$ cat src/rtl/arith_pkg.sv
// arith_pkg: shared state encoding and default widths for the sequential arithmetic units.
package arith_pkg;
    localparam int DW_N = 16;
    localparam int DW_D = 8;
    typedef enum logic {IDLE = 1'b0, WORK = 1'b1} state_t;
endpackage

$ cat src/rtl/divider_seq_div_step.sv
// div_step: one combinational restoring-division step.
//   rem_i  remainder from the previous step (always < b_i)
//   bit_i  next dividend bit, MSB first
//   b_i    divisor
//   rem_o  remainder after this step
//   q_o    quotient bit produced by this step
module div_step #(
    parameter int DW_D = arith_pkg::DW_D
) (
    input  logic [DW_D-1:0] rem_i,
    input  logic            bit_i,
    input  logic [DW_D-1:0] b_i,
    output logic [DW_D-1:0] rem_o,
    output logic            q_o
);
    import arith_pkg::*;
    logic [DW_D:0] rem_t;
    always_comb begin
        rem_t = {rem_i, bit_i};
        q_o   = rem_t >= {1'b0, b_i};
        // a successful subtract always lands below b, so DW_D bits hold it
        rem_o = DW_D'(q_o ? rem_t - {1'b0, b_i} : rem_t);
    end
endmodule

$ cat src/rtl/divider_seq.sv
// divider_seq: unsigned sequential restoring divider, one quotient bit per clock.
//   clk_i    clock, rising edge
//   rst_i    synchronous active-high reset
//   a_bi     dividend, sampled when start_i is accepted
//   b_bi     divisor, sampled when start_i is accepted
//   start_i  request, accepted only when idle
//   ready_o  idle, results valid and held
//   busy_o   working (always ~ready_o)
//   q_bo     quotient
//   r_bo     remainder
//   dbz_o    last completed operation divided by zero
module divider_seq #(
    parameter int DW_N = arith_pkg::DW_N,
    parameter int DW_D = arith_pkg::DW_D
) (
    input  logic            clk_i,
    input  logic            rst_i,
    input  logic [DW_N-1:0] a_bi,
    input  logic [DW_D-1:0] b_bi,
    input  logic            start_i,
    output logic            ready_o,
    output logic            busy_o,
    output logic [DW_N-1:0] q_bo,
    output logic [DW_D-1:0] r_bo,
    output logic            dbz_o
);
    import arith_pkg::*;
    localparam int CW = $clog2(DW_N);
    state_t          state_q, state_d;
    logic [CW-1:0]   ctr_q;
    logic [DW_N-1:0] dvd_q, q_q;
    logic [DW_D-1:0] rem_q, b_q, r_q, rem_nxt;
    logic            dbz_q, q_bit, last;
    div_step #(.DW_D(DW_D)) u_step (
        .rem_i (rem_q),
        .bit_i (dvd_q[DW_N-1]),
        .b_i   (b_q),
        .rem_o (rem_nxt),
        .q_o   (q_bit)
    );
    assign last = ctr_q == CW'(DW_N - 1);
    always_ff @(posedge clk_i) begin
        if (rst_i) state_q <= IDLE;
        else       state_q <= state_d;
    end
    always_comb begin
        state_d = state_q == IDLE ? (start_i ? WORK : IDLE) : (last ? IDLE : WORK);
    end
    always_comb begin
        ready_o = state_q == IDLE;
        busy_o  = state_q == WORK;
        q_bo    = q_q;
        r_bo    = r_q;
        dbz_o   = dbz_q;
    end
    // With b == 0 every step subtracts zero, so the plain datapath already
    // yields an all-ones quotient and the low dividend bits as remainder.
    always_ff @(posedge clk_i) begin
        if (rst_i) begin
            ctr_q <= '0;
            dvd_q <= '0;
            rem_q <= '0;
            b_q   <= '0;
            q_q   <= '0;
            r_q   <= '0;
            dbz_q <= 1'b0;
        end else if (state_q == IDLE) begin
            if (start_i) begin
                ctr_q <= '0;
                dvd_q <= a_bi;
                rem_q <= '0;
                b_q   <= b_bi;
            end
        end else begin
            ctr_q <= ctr_q + 1'b1;
            dvd_q <= {dvd_q[DW_N-2:0], q_bit};
            rem_q <= rem_nxt;
            if (last) begin
                q_q   <= {dvd_q[DW_N-2:0], q_bit};
                r_q   <= rem_nxt;
                dbz_q <= b_q == '0;
            end
        end
    end
endmodule

$ cat config.mk
export PLATFORM = sky130hd
export DESIGN_NAME = divider_seq
export DESIGN_NICKNAME = d
export VERILOG_FILES = /design/src/rtl/arith_pkg.sv /design/src/rtl/divider_seq_div_step.sv /design/src/rtl/divider_seq.sv
export SDC_FILE = /design/constraint.sdc
export NUM_CORES = 1
export LEC_CHECK = 0
export ABC_AREA = 1
export CAP_MARGIN = 20
export CORE_UTILIZATION = 40
export DETAILED_ROUTE_END_ITERATION = 8
export PLACE_DENSITY = 0.64
export SLEW_MARGIN = 5
export SYNTH_ARGS = -nofsm -noshare
export SYNTH_HDL_FRONTEND = slang
export SYNTH_SLANG_ARGS = --single-unit
$ cat constraint.sdc
create_clock -name clk_i -period 2.7 [get_ports clk_i]
set_input_delay 0.405 -clock clk_i [delete_from_list [all_inputs] [get_ports clk_i]]
set_output_delay 0.405 -clock clk_i [all_outputs]
set_load 0.005 [all_outputs]
After elaboration in Yosys (flattened, before gate mapping)
Index checks and enable logic that the tools add are counted.
{"block": "classes", "n_addsub": 2, "n_lt_le_gt_ge": 1, "n_eq_ne": 1, "n_mux": 10, "bitwise_logic": 1, "n_reduce_logical": 4}
{"operator": "16-bit two-way mux", "n": 2}
{"operator": "8-bit two-way mux", "n": 3}
{"operator": "9-bit by 8-bit greater-or-equal comparator with 1-bit output", "n": 1}
{"operator": "8-bit logical NOT", "n": 1}
{"operator": "4-bit two-way mux", "n": 2}
{"operator": "8-bit subtractor", "n": 1}
{"operator": "4-bit by 1-bit adder with 4-bit output, second input constant", "n": 1}
{"operator": "4-bit equality test, second input constant", "n": 1}
{"operator": "2-bit AND reduction", "n": 2}
{"operator": "1-bit two-way mux", "n": 3}
{"operator": "2-bit nonzero test", "n": 1}
{"operator": "1-bit inverter", "n": 1}
{"block": "totals", "ff_bits": 62, "out_inout_bits": 27, "wordCells": 27}

Longest topological paths before layout
{"block": "depth", "word_depth": 3, "mapped_depth": 13}

By module
A second synthesis with hierarchy kept.
{"block": "hier_totals", "hier_cells": 442, "hier_area_um2": 3096.7}
{"module": "divider_seq", "n_inst": 1, "cells_each": 333, "area_per_inst_um2": 2511.2, "seq_area_each_um2": 1241.2}
{"module": "div_step", "n_inst": 1, "cells_each": 109, "area_per_inst_um2": 585.6, "seq_area_each_um2": 0.0}

Worst setup path before layout
No wires, ideal clock.
{"block": "synth_timing", "kind": "register to register", "startpoint": "register b_q[2]", "endpoint": "register rem_q[7]", "arrival_time_ps": 1495, "required_time_ps": 2565, "setup_slack_ps": 1070, "stages_incl_launch_ff": 13, "n_path_buf": 0, "synth_period_minus_slack_ps": 1630, "cell_sequence": "dfxtp_1 > inv_1 > ha_1 > nand2_1 > nor2_1 > nand2_1 > nand2_2 > nor2_4 > nand2_8 > nand2_2 > nand2_2 > nand2_2 > a21oi_2"}
{"block": "synth_between", "elab_chain_cells": 3}
{"item": "from (decl)", "line": "divider_seq.sv:32", "text": "logic [DW_D-1:0] rem_q, b_q, r_q, rem_nxt;"}
{"item": "from (signal assigned)", "line": "divider_seq.sv:72", "text": "b_q <= b_bi;"}
{"item": "8-bit subtractor / 9-bit by 8-bit greater-or-equal comparator with 1-bit output (equally long branches)", "line": "divider_seq_div_step.sv:22, divider_seq_div_step.sv:20"}
{"item": "8-bit two-way mux (*)", "line": "divider_seq_div_step.sv:22", "text": "rem_o = DW_D'(q_o ? rem_t - {1'b0, b_i} : rem_t);"}
{"item": "8-bit two-way mux (*)", "line": "divider_seq.sv:67", "text": "end else if (state_q == IDLE) begin"}
{"item": "to (signal assigned)", "line": "divider_seq.sv:77", "text": "rem_q <= rem_nxt;"}
{"item": "to (decl)", "line": "divider_seq.sv:32"}
Mark *: on every way between the ends. The rest lies on a longest branch, timed or not.
A chain may end at the register's enable or synchronous reset.

Worst setup path after layout
{"block": "layout_timing", "startpoint": "register state_q, in the netlist busy_o", "endpoint": "output port busy_o"}
{"item": "from (decl)", "line": "divider_seq.sv:29", "text": "state_t state_q, state_d;"}
{"item": "from (signal assigned)", "line": "divider_seq.sv:44", "text": "else state_q <= state_d;"}
{"item": "to (decl)", "line": "divider_seq.sv:22", "text": "output logic busy_o,"}
No word-level cell between the ends.

==> metrics.txt <==
time the worst path needs with I/O delays and setup=roughly 1.9 ns; Slew Viols, Final=0; pwr dens=907.0 mW/mm^2; top cells by area, synth=dfxtp_1, nand2_1, nand3_1, inv_1, ha_1; slew margin rel.=between 60 and 70%; clk buf depth=2; Detail Route Antenna Nets=0; Crit-path slowest cell=clkdlybuf4s50_1; first-pass GRT wire length=roughly 12000 um; Crit path max-delay family=buffers and inverters; clk sinks=62; post-synth cell types=33; critical path launch point type=flip-flop; GRT Overall Usage=20.13%; Num CTS Buffers=9; largest net degree at the start of global routing=43; area leader, netlist=dfxtp_1; yosys warns=0; CP max FO=20; RePlAce Congestion=0.8441; Routed WL=about 7300 um; Req. time, crit path=~2.3 ns; Layout Skew=0.01198 ns; RSZ-0062 raised after global routing=no; register area share after synthesis=between 40% and 50%; CTS clk-pin slew, worst paths=roughly 0.070 ns; Pleak=around 1.7 nW; Seq cells post-synth=between 60 and 70; placed inst area=around 0.0036 sq mm; Design Area, Final=0.003814 sq mm; Via Count=between 2000 and 3000; nets=a little under 500; CTS tree=done; outcome=complete, no violations; CTS root buf=clkbuf_8; WL/cell=~13 um; top cell type's share of synthesized area=41.89%; DRC Markers=0; post-layout util=a little over half; drt first pass iters=4; 1st-iter DRT viols=98; Worst Path Class, Setup=flip-flop to output pin; Post-Layout Cell Count=553; worst path bufs/invs=2; Max Clock Freq=between 500 and 600 MHz; crit-path max cell delay=about 0.56 ns; CP Cell Sequence=buf_4, clkdlybuf4s50_1; final cycle utilization of the critical path=between 70% and 80%; initial antenna violation count=0; Synth Instances=about 400; final setup vio count=0; syn_nets=between 400 and 500; Fin. Hold Viols=0; setup repair bufs after CTS=0; hold buffers post-CTS=0; I/O Buffers=53; die extent in x=88.07 um; crit path capture type=output pin; chip height=slightly below 90 um; total die area=between 0.007 and 0.008 sq mm; setup TNS=0 ns; total of max-cap violations=0; Synth-to-Final Area Change=28.72%; H-tree depth=3; Clock Latency Late Sink=between 0.3 and 0.4 ns; Core Box Area=between 0.007 and 0.008 sq mm; vias in the first global route=2392; total gr overflow=0; WP data arrival=between 1.5 and 2 ns; Ports=between 50 and 60; Mean Syn Cell Area=about 7.5 sq um; Resized cells post-CTS=0; Tightest Pin Transition=a little under 0.5 ns; Initial Utilization=a little over 40%; # rows=31; ant diodes=0; setup slack, reg-to-reg=between 0.8 and 0.9 ns; placed cell count=~540; VDD IR max=~0.44 mV; Vias/cell=~4.8; placed wire-length estimate=between 5000 and 6000 um; share of cells above drive strength 1=a little under an eighth; Worst Hold Class=flip-flop to flip-flop; mapped cell area=between 0.002 and 0.003 sq mm
==> worst min-delay path, stage by stage, from the launching register on <==
cell     delay (ns)
dfxtp_1        0.31
nand3_1        0.07
nand2_1        0.05
==> registers in the layout, summed over array words and instances (netlist names) <==
| signal | count |
|---|---|
| dvd_q | 16 |
| rem_q | 8 |
| ctr_q | 4 |
| q_bo | 16 |
| r_bo | 8 |
| dbz_o | 1 |
| busy_o | 1 |
| b_q | 8 |
==> cell type report <==
cell class              instances  area, sq um
fillers                       717         3401
multi-input cells             261         1430
flip-flops and latches         62         1241
repair buffers                 59        575.6
inverters                      56        210.2
clock buffers                  12        155.1
well taps                      99        123.9
clock inverters                 4        77.57
==> logic make-up (layout without fill, tap and decap cells) <==
| group | count (synthesis) | count (layout) | share of synthesized area (%) |
|---|---|---|---|
| compound gates | 61 | 61 | 12.29 |
| flops | 62 | 62 | 41.89 |
| simple gates | 187 | 187 | 30.62 |
| buf+inv | 73 | 131 | 9.840 |
| fa+ha+maj | 10 | 10 | 4.476 |
| xor+xnor | 3 | 3 | 0.8870 |
==> power breakdown <==
part,leakage (nW),internal [mW],switching [mW]
Combinational,1.06,0.516,0.930
Clock,0.117,0.576,0.384
Sequential,0.505,0.990,0.0637
Total,1.68,2.08,1.38
==> placed cells by master, fill, tap and decap left out, types with 6 or more instances in the layout <==
| cell type | count |
|---|---|
| buf_4 | 6 |
| a21oi_1 | 21 |
| clkdlybuf4s50_1 | 53 |
| nor2_1 | 8 |
| ha_1 | 9 |
| dfxtp_1 | 62 |
| o21ai_0 | 22 |
| inv_1 | 55 |
| clkbuf_8 | 11 |
| nand2_1 | 94 |
| nand2_2 | 17 |
| nand3_1 | 48 |
| o221ai_1 | 10 |
==> through the flow <==
step	setup slack [ns]	power, mW	hold WS (ns)
after floorplan	1.070	2.203	0.4398
after detailed placement	0.6373	2.502	0.4634
after global routing	0.5881	3.686	0.4915
after CTS	0.7567	3.472	0.4777
after global placement	0.7360	2.478	0.4614
final	0.7873	3.459	0.4719
==> layer usage <==
layer  up-vias  part of all wire (%)  global-route usage, %
met4         0                  0.93                  6.598
met1      1210                    52                  29.75
met5         -                     0                      0
met2        65                    42                  28.54
met3         6                   4.9                  4.807
li1       1390                     -                      -
==> synth_stat cells (all sizes together) <==
master    n
nor4      3
nor3      2
nor2     12
o21ai    24
dfxtp    62
xnor2     2
ha        9
a211oi    1
nand4     2
nand3b    5
buf       8
o221ai   10
and3      1
a21oi    26
xor2      1
inv      56
clkbuf    9
nand2   113
nand3    49
fa        1
==> path summary, 6_finish.rpt <==
path | startpoint | endpoint | cells after the start
max | busy_o | busy_o | 2
min | r_bo[3] | r_bo[3] | 2
max reg2reg | dvd_q[15] | rem_q[4] | 10
min reg2reg | r_bo[3] | r_bo[3] | 2
Power figures use the tool's default switching activity.
